===== config.mk =====
export PLATFORM = sky130hd
export DESIGN_NAME = bist_stim_resp_ctrl
export DESIGN_NICKNAME = d
export VERILOG_FILES = /design/src/rtl/bist_pkg.sv /design/src/rtl/bist_misr.sv /design/src/rtl/bist_stim_resp_ctrl.sv
export SDC_FILE = /design/constraint.sdc
export NUM_CORES = 1
export LEC_CHECK = 0
export ABC_CLOCK_PERIOD_IN_PS = 1350
export CELL_PAD_IN_SITES_DETAIL_PLACEMENT = 1
export CELL_PAD_IN_SITES_GLOBAL_PLACEMENT = 2
export CORE_MARGIN = 3
export CORE_UTILIZATION = 34
export DETAILED_ROUTE_END_ITERATION = 6
export DONT_BUFFER_PORTS = 1
export PLACE_DENSITY = 0.82
export SYNTH_ARGS = -nofsm -noshare
export SYNTH_HDL_FRONTEND = slang
export SYNTH_SLANG_ARGS = --single-unit

===== constraint.sdc =====
create_clock -name clk -period 1.35 [get_ports clk]
set_input_delay 0.2025 -clock clk [delete_from_list [all_inputs] [get_ports clk]]
set_output_delay 0.2025 -clock clk [all_outputs]
set_load 0.05 [all_outputs]

===== src/rtl/bist_pkg.sv =====
// -----------------------------------------------------------------------------
// bist_pkg
// Shared definitions for the BIST stimulus/response controller:
//   - bist_state_e    : controller FSM states (IDLE, RUN, DONE)
//   - BIST_MISR_POLY_DEF / BIST_MISR_SEED_DEF : default MISR feedback and seed
//   - misr_next()     : one MISR step, width-generic up to 64 bits
// -----------------------------------------------------------------------------
package bist_pkg;

  typedef enum logic [1:0] {
    IDLE = 2'd0,
    RUN  = 2'd1,
    DONE = 2'd2
  } bist_state_e;

  // x^25 + x^3 + 1
  localparam logic [24:0] BIST_MISR_POLY_DEF = 25'h0000009;
  localparam logic [24:0] BIST_MISR_SEED_DEF = 25'h0000000;

  // One MISR step on a w-bit register carried in the low bits of 64-bit
  // vectors: shift left, fold the dropped MSB back through poly, xor in din.
  // The result is masked to w bits; a shift by 64 yields 0, so the mask
  // also covers w == 64.
  function automatic logic [63:0] misr_next(
    input logic [63:0] sig,
    input logic [63:0] poly,
    input logic [63:0] din,
    input logic [6:0]  w
  );
    logic [63:0] shifted;
    logic [63:0] fb;
    logic [63:0] mask;
    logic [6:0]  msb_idx;
    msb_idx = w - 7'd1;
    shifted = {sig[62:0], 1'b0};
    fb      = sig[msb_idx[5:0]] ? poly : 64'd0;
    mask    = (64'd1 << w) - 64'd1;
    return (shifted ^ fb ^ din) & mask;
  endfunction

endpackage


===== src/rtl/bist_misr.sv =====
// -----------------------------------------------------------------------------
// bist_misr
// Multiple-input signature register of width W.
// Ports:
//   clk  in  1  rising-edge clock
//   rst  in  1  synchronous active-high reset (loads SEED)
//   clr  in  1  synchronous reload of SEED (start of a run)
//   en   in  1  absorb din this edge
//   din  in  W  parallel data input (registered CUT response)
//   sig  out W  current signature
// clr has priority over en.
// -----------------------------------------------------------------------------
module bist_misr
  import bist_pkg::*;
#(
  parameter int             W    = 25,
  parameter logic [W-1:0]   POLY = BIST_MISR_POLY_DEF,
  parameter logic [W-1:0]   SEED = BIST_MISR_SEED_DEF
) (
  input  logic         clk,
  input  logic         rst,
  input  logic         clr,
  input  logic         en,
  input  logic [W-1:0] din,
  output logic [W-1:0] sig
);

  logic [W-1:0] sig_q;
  logic [W-1:0] sig_d;
  logic [63:0]  sig_w;
  logic [63:0]  poly_w;
  logic [63:0]  din_w;
  logic [63:0]  nxt_w;
  logic         unused_nxt_s;

  // Next-signature selection: reload, absorb, or hold.
  always_comb begin
    sig_w  = 64'd0;
    poly_w = 64'd0;
    din_w  = 64'd0;
    sig_w[W-1:0]  = sig_q;
    poly_w[W-1:0] = POLY;
    din_w[W-1:0]  = din;
    nxt_w = misr_next(sig_w, poly_w, din_w, 7'(W));
    if (clr) begin
      sig_d = SEED;
    end else if (en) begin
      sig_d = nxt_w[W-1:0];
    end else begin
      sig_d = sig_q;
    end
  end

  // Upper bits of the 64-bit step result are always zero.
  assign unused_nxt_s = ^nxt_w;

  // Signature register.
  always_ff @(posedge clk) begin
    if (rst) begin
      sig_q <= SEED;
    end else begin
      sig_q <= sig_d;
    end
  end

  assign sig = sig_q;

endmodule


===== src/rtl/bist_stim_resp_ctrl.sv =====
// -----------------------------------------------------------------------------
// bist_stim_resp_ctrl
// Exhaustive-pattern BIST controller for a combinational CUT. Issues every
// STIM_W-bit pattern, registers each response into resp_q and compacts it in
// a MISR (bist_misr). One run = PAT_CNT issue cycles + 1 drain cycle.
// Ports:
//   clk        in  1       rising-edge clock
//   rst        in  1       synchronous active-high reset
//   start      in  1       run request, honoured in IDLE and DONE only
//   stim       out STIM_W  registered pattern to CUT inputs
//   resp       in  RESP_W  CUT outputs (combinational from stim)
//   busy       out 1       high while running
//   done       out 1       high in DONE (level)
//   signature  out RESP_W  MISR contents
//   pass       out 1       signature == GOLDEN, valid while done
// Optional build macro: BIST_GOLDEN_CMP_EN compiles in the golden-signature
// comparator; without it pass is constant 0 and GOLDEN is unused.
// -----------------------------------------------------------------------------
module bist_stim_resp_ctrl
  import bist_pkg::*;
#(
  parameter int                STIM_W    = 5,
  parameter int                RESP_W    = 25,
  parameter logic [RESP_W-1:0] MISR_POLY = BIST_MISR_POLY_DEF,
  parameter logic [RESP_W-1:0] MISR_SEED = BIST_MISR_SEED_DEF,
  parameter logic [RESP_W-1:0] GOLDEN    = 25'h0000000
) (
  input  logic              clk,
  input  logic              rst,
  input  logic              start,
  output logic [STIM_W-1:0] stim,
  input  logic [RESP_W-1:0] resp,
  output logic              busy,
  output logic              done,
  output logic [RESP_W-1:0] signature,
  output logic              pass
);

  localparam logic [STIM_W-1:0] CNT_MAX = {STIM_W{1'b1}};
  localparam logic [STIM_W-1:0] CNT_ONE = {{(STIM_W-1){1'b0}}, 1'b1};

  bist_state_e       state_q, state_d;
  logic [STIM_W-1:0] cnt_q,   cnt_d;
  logic [STIM_W-1:0] stim_q,  stim_d;
  logic [RESP_W-1:0] resp_q,  resp_d;
  logic              drain_q, drain_d;
  logic              busy_q,  busy_d;
  logic              done_q,  done_d;
  logic              start_run_s;
  logic              misr_clr_s;
  logic              misr_en_s;

  assign start_run_s = start && ((state_q == IDLE) || (state_q == DONE));

  // FSM next state, pattern counter, response capture and MISR control.
  always_comb begin
    state_d    = state_q;
    cnt_d      = cnt_q;
    stim_d     = stim_q;
    resp_d     = resp_q;
    drain_d    = drain_q;
    misr_clr_s = 1'b0;
    misr_en_s  = 1'b0;
    case (state_q)
      IDLE, DONE: begin
        if (start_run_s) begin
          state_d    = RUN;
          cnt_d      = {STIM_W{1'b0}};
          stim_d     = {STIM_W{1'b0}};
          drain_d    = 1'b0;
          misr_clr_s = 1'b1;
        end else begin
          state_d = state_q;
        end
      end
      RUN: begin
        // resp_q is not meaningful until the first RUN edge has captured
        // pattern 0, so the MISR skips that edge (cnt_q == 0, no drain).
        misr_en_s = (cnt_q != {STIM_W{1'b0}}) || drain_q;
        if (drain_q) begin
          state_d = DONE;
          drain_d = 1'b0;
          stim_d  = {STIM_W{1'b0}};
        end else begin
          resp_d = resp;
          cnt_d  = cnt_q + CNT_ONE;
          // Wraps to 0 after the last pattern, which also returns stim to 0.
          stim_d = cnt_q + CNT_ONE;
          if (cnt_q == CNT_MAX) begin
            drain_d = 1'b1;
          end else begin
            drain_d = 1'b0;
          end
        end
      end
      default: begin
        state_d = IDLE;
      end
    endcase
    busy_d = (state_d == RUN);
    done_d = (state_d == DONE);
  end

  // Controller state and output registers.
  always_ff @(posedge clk) begin
    if (rst) begin
      state_q <= IDLE;
      cnt_q   <= {STIM_W{1'b0}};
      stim_q  <= {STIM_W{1'b0}};
      resp_q  <= {RESP_W{1'b0}};
      drain_q <= 1'b0;
      busy_q  <= 1'b0;
      done_q  <= 1'b0;
    end else begin
      state_q <= state_d;
      cnt_q   <= cnt_d;
      stim_q  <= stim_d;
      resp_q  <= resp_d;
      drain_q <= drain_d;
      busy_q  <= busy_d;
      done_q  <= done_d;
    end
  end

  bist_misr #(
    .W    (RESP_W),
    .POLY (MISR_POLY),
    .SEED (MISR_SEED)
  ) u_misr (
    .clk (clk),
    .rst (rst),
    .clr (misr_clr_s),
    .en  (misr_en_s),
    .din (resp_q),
    .sig (signature)
  );

`ifdef BIST_GOLDEN_CMP_EN
  logic        pass_q, pass_d;
  logic [63:0] sig_w, poly_w, din_w, gold_w, nxt_w;

  // Golden compare against the signature the MISR takes at the DONE-entry
  // edge, so pass is valid in the same cycle as done.
  always_comb begin
    sig_w  = 64'd0;
    poly_w = 64'd0;
    din_w  = 64'd0;
    gold_w = 64'd0;
    sig_w[RESP_W-1:0]  = signature;
    poly_w[RESP_W-1:0] = MISR_POLY;
    din_w[RESP_W-1:0]  = resp_q;
    gold_w[RESP_W-1:0] = GOLDEN;
    nxt_w = misr_next(sig_w, poly_w, din_w, 7'(RESP_W));
    if (start_run_s) begin
      pass_d = 1'b0;
    end else if ((state_q == RUN) && drain_q) begin
      pass_d = (nxt_w == gold_w);
    end else begin
      pass_d = pass_q;
    end
  end

  // Pass flag register.
  always_ff @(posedge clk) begin
    if (rst) begin
      pass_q <= 1'b0;
    end else begin
      pass_q <= pass_d;
    end
  end

  assign pass = pass_q;
`else
  logic unused_golden_s;
  assign unused_golden_s = ^GOLDEN;
  assign pass = 1'b0;
`endif

  assign stim = stim_q;
  assign busy = busy_q;
  assign done = done_q;

endmodule

# Yosys cells after proc, flatten, opt, wreduce, memory -nomap -nowiden

Cells that the tools add are included.

Bits in registers: 65
Input port bits: 28
Output and inout bits: 33
Word-level logic and storage cells: 46

$add $sub $neg: 1
Equal/unequal tests: 7
Muxes and demuxes: 16
Bitwise logic cells: 3
Reduce and logical (&&, ||, !) cells: 11

Operator list:

| operator              | number |
|---|---|
| $xor A25 B25 Y25      | 2 |
| $pmux W5 S2           | 2 |
| $mux W5               | 3 |
| $mux W1               | 6 |
| $add A5 B1 Y5 const B | 1 |
| $eq A5 B5 Y1 const B  | 1 |
| $reduce_bool A5 Y1    | 1 |
| $eq A2 B1 Y1 const B  | 2 |
| $eq A2 B2 Y1 const B  | 2 |
| $mux W2               | 2 |
| $mux W4               | 1 |
| $ne A2 B2 Y1 const B  | 2 |
| $pmux W2 S2           | 1 |
| $reduce_and A2 Y1     | 2 |
| $reduce_or A2 Y1      | 2 |
| $reduce_and A3 Y1     | 1 |
| $logic_not A2 Y1      | 1 |
| $logic_or A1 B1 Y1    | 2 |
| $pmux W1 S2           | 1 |
| $reduce_bool A2 Y1    | 1 |
| $logic_and A1 B1 Y1   | 1 |
| $not A1 Y1            | 1 |

# Depth between registers and ports, before layout

Depth in word-level cells: 6
Gate-level depth with buffers: 6
Mapped depth without buffers: 5

# Cells and area by module

Synthesis repeated with hierarchy kept, for this count alone.

Cell total of the unflattened synthesis: 292
Area, all modules: 2685.1 um2

Modules (own cells, without submodules):

| module              | instances | cells an instance | area each (um2) | sequential area each (um2) |
|---|---|---|---|---|
| bist_stim_resp_ctrl | 1         | 183               | 1491.4          | 800.8 |
| bist_misr           | 1         | 109               | 1193.6          | 500.5 |

# Least setup slack after synthesis

Ideal clock, no wire load.

Path type: flip-flop to flip-flop
Start point: register u_misr.sig_q[24], in the netlist u_misr.sig[24]
End point: register u_misr.sig_q[3], in the netlist u_misr.sig[3]
Setup time: 0.079 ns
Arrival time: 1.405 ns
Required time: 1.271 ns
Path slack: -0.134 ns
Stages on the path, launching flop included: 4
Period minus slack after synthesis: 1.484 ns
Cell sequence: dfxtp_1 -> xnor3_1 -> a211o_1 -> o211ai_1

Word-level cells in the longest chain between the ends: 3

RTL lines:

| what                           | RTL line        | text |
|---|---|---|
| start, declared                | bist_misr.sv:28 | `logic [W-1:0] sig_q;` |
| start signal, assigned         | bist_misr.sv:62 | `sig_q <= sig_d;` |
| $mux W4                        | bist_pkg.sv:36  | `fb = sig[msb_idx[5:0]] ? poly : 64'd0;` |
| $xor A25 B25 Y25 (2 in series) | bist_pkg.sv:38  | `return (shifted ^ fb ^ din) & mask;` |

No other way between the ends.
A chain may end at the register's enable or synchronous reset.

# Worst setup path in the final report

Start point: register cnt_q[2]
End point: register u_misr.sig_q[20], in the netlist u_misr.sig[20]

Word-level cells in the longest chain between the ends: 3

RTL lines:

| what                   | RTL line                   | text |
|---|---|---|
| start, declared        | bist_stim_resp_ctrl.sv:43  | `logic [STIM_W-1:0] cnt_q, cnt_d;` |
| start signal, assigned | bist_stim_resp_ctrl.sv:108 | `cnt_q <= {STIM_W{1'b0}};` |
| start signal, assigned | bist_stim_resp_ctrl.sv:116 | `cnt_q <= cnt_d;` |
| $reduce_bool A5 Y1     | bist_stim_resp_ctrl.sv:79  | `misr_en_s = (cnt_q != {STIM_W{1'b0}}) \|\| drain_q;` |
| $logic_or A1 B1 Y1     | bist_stim_resp_ctrl.sv:79  |  |
| $mux W1                | bist_stim_resp_ctrl.sv:64  | `case (state_q)` |

No other way between the ends.

==> summary.txt <==
Finish
  • Diode count: 0
  • Final Core Density: 0.486
  • Fraction of layout cells with a size suffix above 1: 0.242
  • Nets: 418
  • Fin cells: 497
  • P&R area growth vs syn: 36.9%

Floorplan
  • Die height: 99.4 µm
  • Core ar.: 8340 µm²
  • # IOs: 61
  • Die area: 9870 µm²
  • Num rows: 33
  • Initial core utilization: 0.355
  • Die width: 99.4 µm

Worst hold path
  • Hold WC Path Type: input pin to register
  • Hold path cells: 2
  • Endpoint, Worst Hold: resp_q[0]$_SDFFE_PP0P_
  • Min-delay src: resp[0]

Logic synthesis
  • Yosys top cell by area: dfxtp_1
  • Syn Area/Cell: 9.14 µm²
  • Top cells by count, synth: dfxtp_1 (65), nand2_1 (57), nand3b_1 (50), a21oi_1 (38), xor2_1 (25)
  • Yosys cell types: 32
  • Synthesized flop and latch total: 65
  • Mapped Nets: 355
  • Mapped Cells: 324
  • Seq/Total Area, Yosys: 0.439
  • Yosys Warn Count: 0
  • Mapped cell area: 2960 µm²
  • Count leader, synth: dfxtp_1
  • Leading cell types by total area after synthesis: dfxtp_1 (44%), nand3b_1 (13%), mux2i_1 (8.1%)
  • Number of synthesized flops with an enable pin: 0
  • Dominant synthesized flop cell: dfxtp_1
  • Yosys top cell area share: 0.439
  • Asr flop ratio synth: 0

Pwr
  • P per Cell Area: 1140 nW/µm²
  • VDD IR max: 0.680 mV
  • Final Power: 4.61 mW
  • P_leak: 1.82 nW

Worst setup path
  • Req. time, crit path: 1.62 ns
  • Crit start category: register
  • CP max stage cell: dfxtp_2
  • CP delay by family, top: flip-flops
  • CP Cell Sequence: nor4_4 -> a21o_4 -> buf_12 -> buf_16 -> mux2i_1
  • Crit path largest cell delay: 0.34 ns
  • Crit-path max FO: 6
  • Reg-to-reg endpoint: u_misr.sig[20]$_SDFFE_PP0P_
  • R2R Setup Slk: 0.02 ns
  • Setup crit end kind: register
  • Buffers and inverters on the worst path: 2
  • WS Path Type: register to register
  • Worst EP arrival: 1.60 ns
  • Reg2reg start: cnt_q[2]$_SDFFE_PP0P_
  • Levels on crit path: 5
  • Reg2Reg Depth: 5

Timing
  • # setup viols final: 0
  • Worst Clk Skew: 0.00953 ns
  • Fmax: 0.753 GHz
  • RSZ-0062 raised after global routing: true
  • Final Hold Violating Endpoints: 0
  • Fin crit period: 1.33 ns
  • Part of the cycle the worst path needs: 0.984
  • Slew Limit Fails: 0

Clock network
  • Clk buf depth: 2
  • CTS tree: built
  • Clock tree sinks: 65
  • Clock transition at path regs: 0.07 ns
  • Clk root buf: clkbuf_8
  • CTS Buf Count: 9
  • H-tree Lvls: 3
  • Clock latency on the worst-skew pair: 0.34 ns

Routing
  • Routed WL: 8130 µm
  • Vias/cell: 5.07
  • DR DRC count: 0
  • DR pass1 iterations: 4
  • Antenna Violating Nets Remaining: 0
  • First DRT Iteration DRCs: 56
  • WL/cell: 16.4 µm
  • Vias: 2,520

Placed design
  • HPWL Detailed: 4830 µm
  • PortBufs: 0
  • Placed instance count: 447
  • RD Place Congestion: 0.799

GRT
  • First-pass GRT wire length: 13,200 µm
  • GR Util All Layers: 0.169
  • Overflow after GRT: 0
  • Vias in the first global route: 2,613
  • Initial antenna violation count: 0
  • Largest net degree at the start of global routing: 53

Run status
  • Status: finished clean

Run
  • Max Cap Viol: 0
[worst reg2reg max path: cells and delay by family, from the launching register on]
kind,cells,cell delay [ns]
AOI/OAI and AO/OA,1,0.20
buffers and inverters,2,0.24
muxes,1,0.17
DFF,1,0.34
and+or+nand+nor,1,0.32
[final cells by class]
| class | count | area, µm² |
|---|---|---|
| Fill cell | 944 | 4290 |
| Multi-Input combinational cell | 228 | 1570 |
| Sequential cell | 65 | 1320 |
| Timing Repair Buffer | 81 | 785 |
| Clock buffer | 11 | 141 |
| Tap cell | 105 | 131 |
| Clock inverter | 5 | 103 |
| Inverter | 2 | 7.51 |
[cells by family (layout without fill, tap and decap cells)]
logic type      Yosys count  after routing  share of synthesized area
xor+xnor                 26             26                     0.0815
mux                      24             24                     0.0811
flops                    65             65                      0.439
buf+inv                  31             99                     0.0515
fa+ha+maj                 3              3                     0.0127
compound gates           46             46                     0.0870
simple gates            128            128                      0.246
other cells               1              1                    0.00127
[how the worst max path moves through the flow]
stage | endpoint | startpoint | slack [ns]
after detailed placement | u_misr.sig[0]$_SDFFE_PP0P_ | cnt_q[3]$_SDFFE_PP0P_ | -0.06
after global placement | u_misr.sig[3]$_SDFFE_PP0P_ | state_q[0]$_SDFF_PP0_ | 0.03
after CTS | u_misr.sig[0]$_SDFFE_PP0P_ | cnt_q[3]$_SDFFE_PP0P_ | 0.008
after floorplan | stim[3]$_SDFFE_PP0P_ | state_q[0]$_SDFF_PP0_ | 0.004
final | u_misr.sig[20]$_SDFFE_PP0P_ | cnt_q[2]$_SDFFE_PP0P_ | 0.02
after global routing | u_misr.sig[4]$_SDFFE_PP0P_ | cnt_q[2]$_SDFFE_PP0P_ | -0.06
[metal layers]
| layer | wire length [µm] | global-route usage |
|---|---|---|
| met1 | 3540 | 0.202 |
| met2 | 4170 | 0.289 |
| met3 | 350 | 0.0526 |
| met4 | 71 | 0.0504 |
| met5 | 0 | 0 |
[registers in the layout (all words and copies together), names as in the netlist]
| register | flops |
|---|---|
| done | 1 |
| stim | 5 |
| cnt_q | 5 |
| u_misr.sig | 25 |
| resp_q | 25 |
| drain_q | 1 |
| busy | 1 |
| state_q | 2 |
[through the flow]
stage	TNS [ns]	hold slack [ns]	cell area [µm²]	setup WS, ns
final	0	0.0123	4060	0.0214
after global placement	0	0.280	3360	0.0328
after global routing	-0.338	0.0132	4060	-0.0603
after detailed placement	-0.150	0.279	3360	-0.0586
after floorplan	0	0.338	2970	0.00410
after CTS	0	0.00130	3980	0.00841
[power by group]
| part | internal [mW] | switching (mW) |
|---|---|---|
| Clock | 1.28 | 0.761 |
| Sequential | 1.97 | 0.0508 |
| Combinational | 0.268 | 0.277 |
| Total | 3.52 | 1.09 |
[timing repair]
item,in CTS,in global routing
setup endpoints to repair,26,44
gates resized for setup,14,9
pin swaps,3,5
hold endpoints to repair,40,0
hold buffers,22,0
setup buffers,6,3
gates cloned,2,1
[cells in the final DEF (no fill, tap or decap), types with 3 or more instances in the layout]
cell / netlist / routed
xor2_1: 25 / 25
clkbuf_8: 0 / 10
a21oi_1: 38 / 37
buf_4: 1 / 51
dfxtp_2: 0 / 6
buf_12: 0 / 5
dfxtp_1: 65 / 57
nand2_1: 57 / 56
dlygate4sd3_1: 0 / 21
bufinv_16: 0 / 3
mux2i_1: 24 / 23
nand3_1: 8 / 8
nand3b_1: 50 / 50
Power figures use the tool's default switching activity.
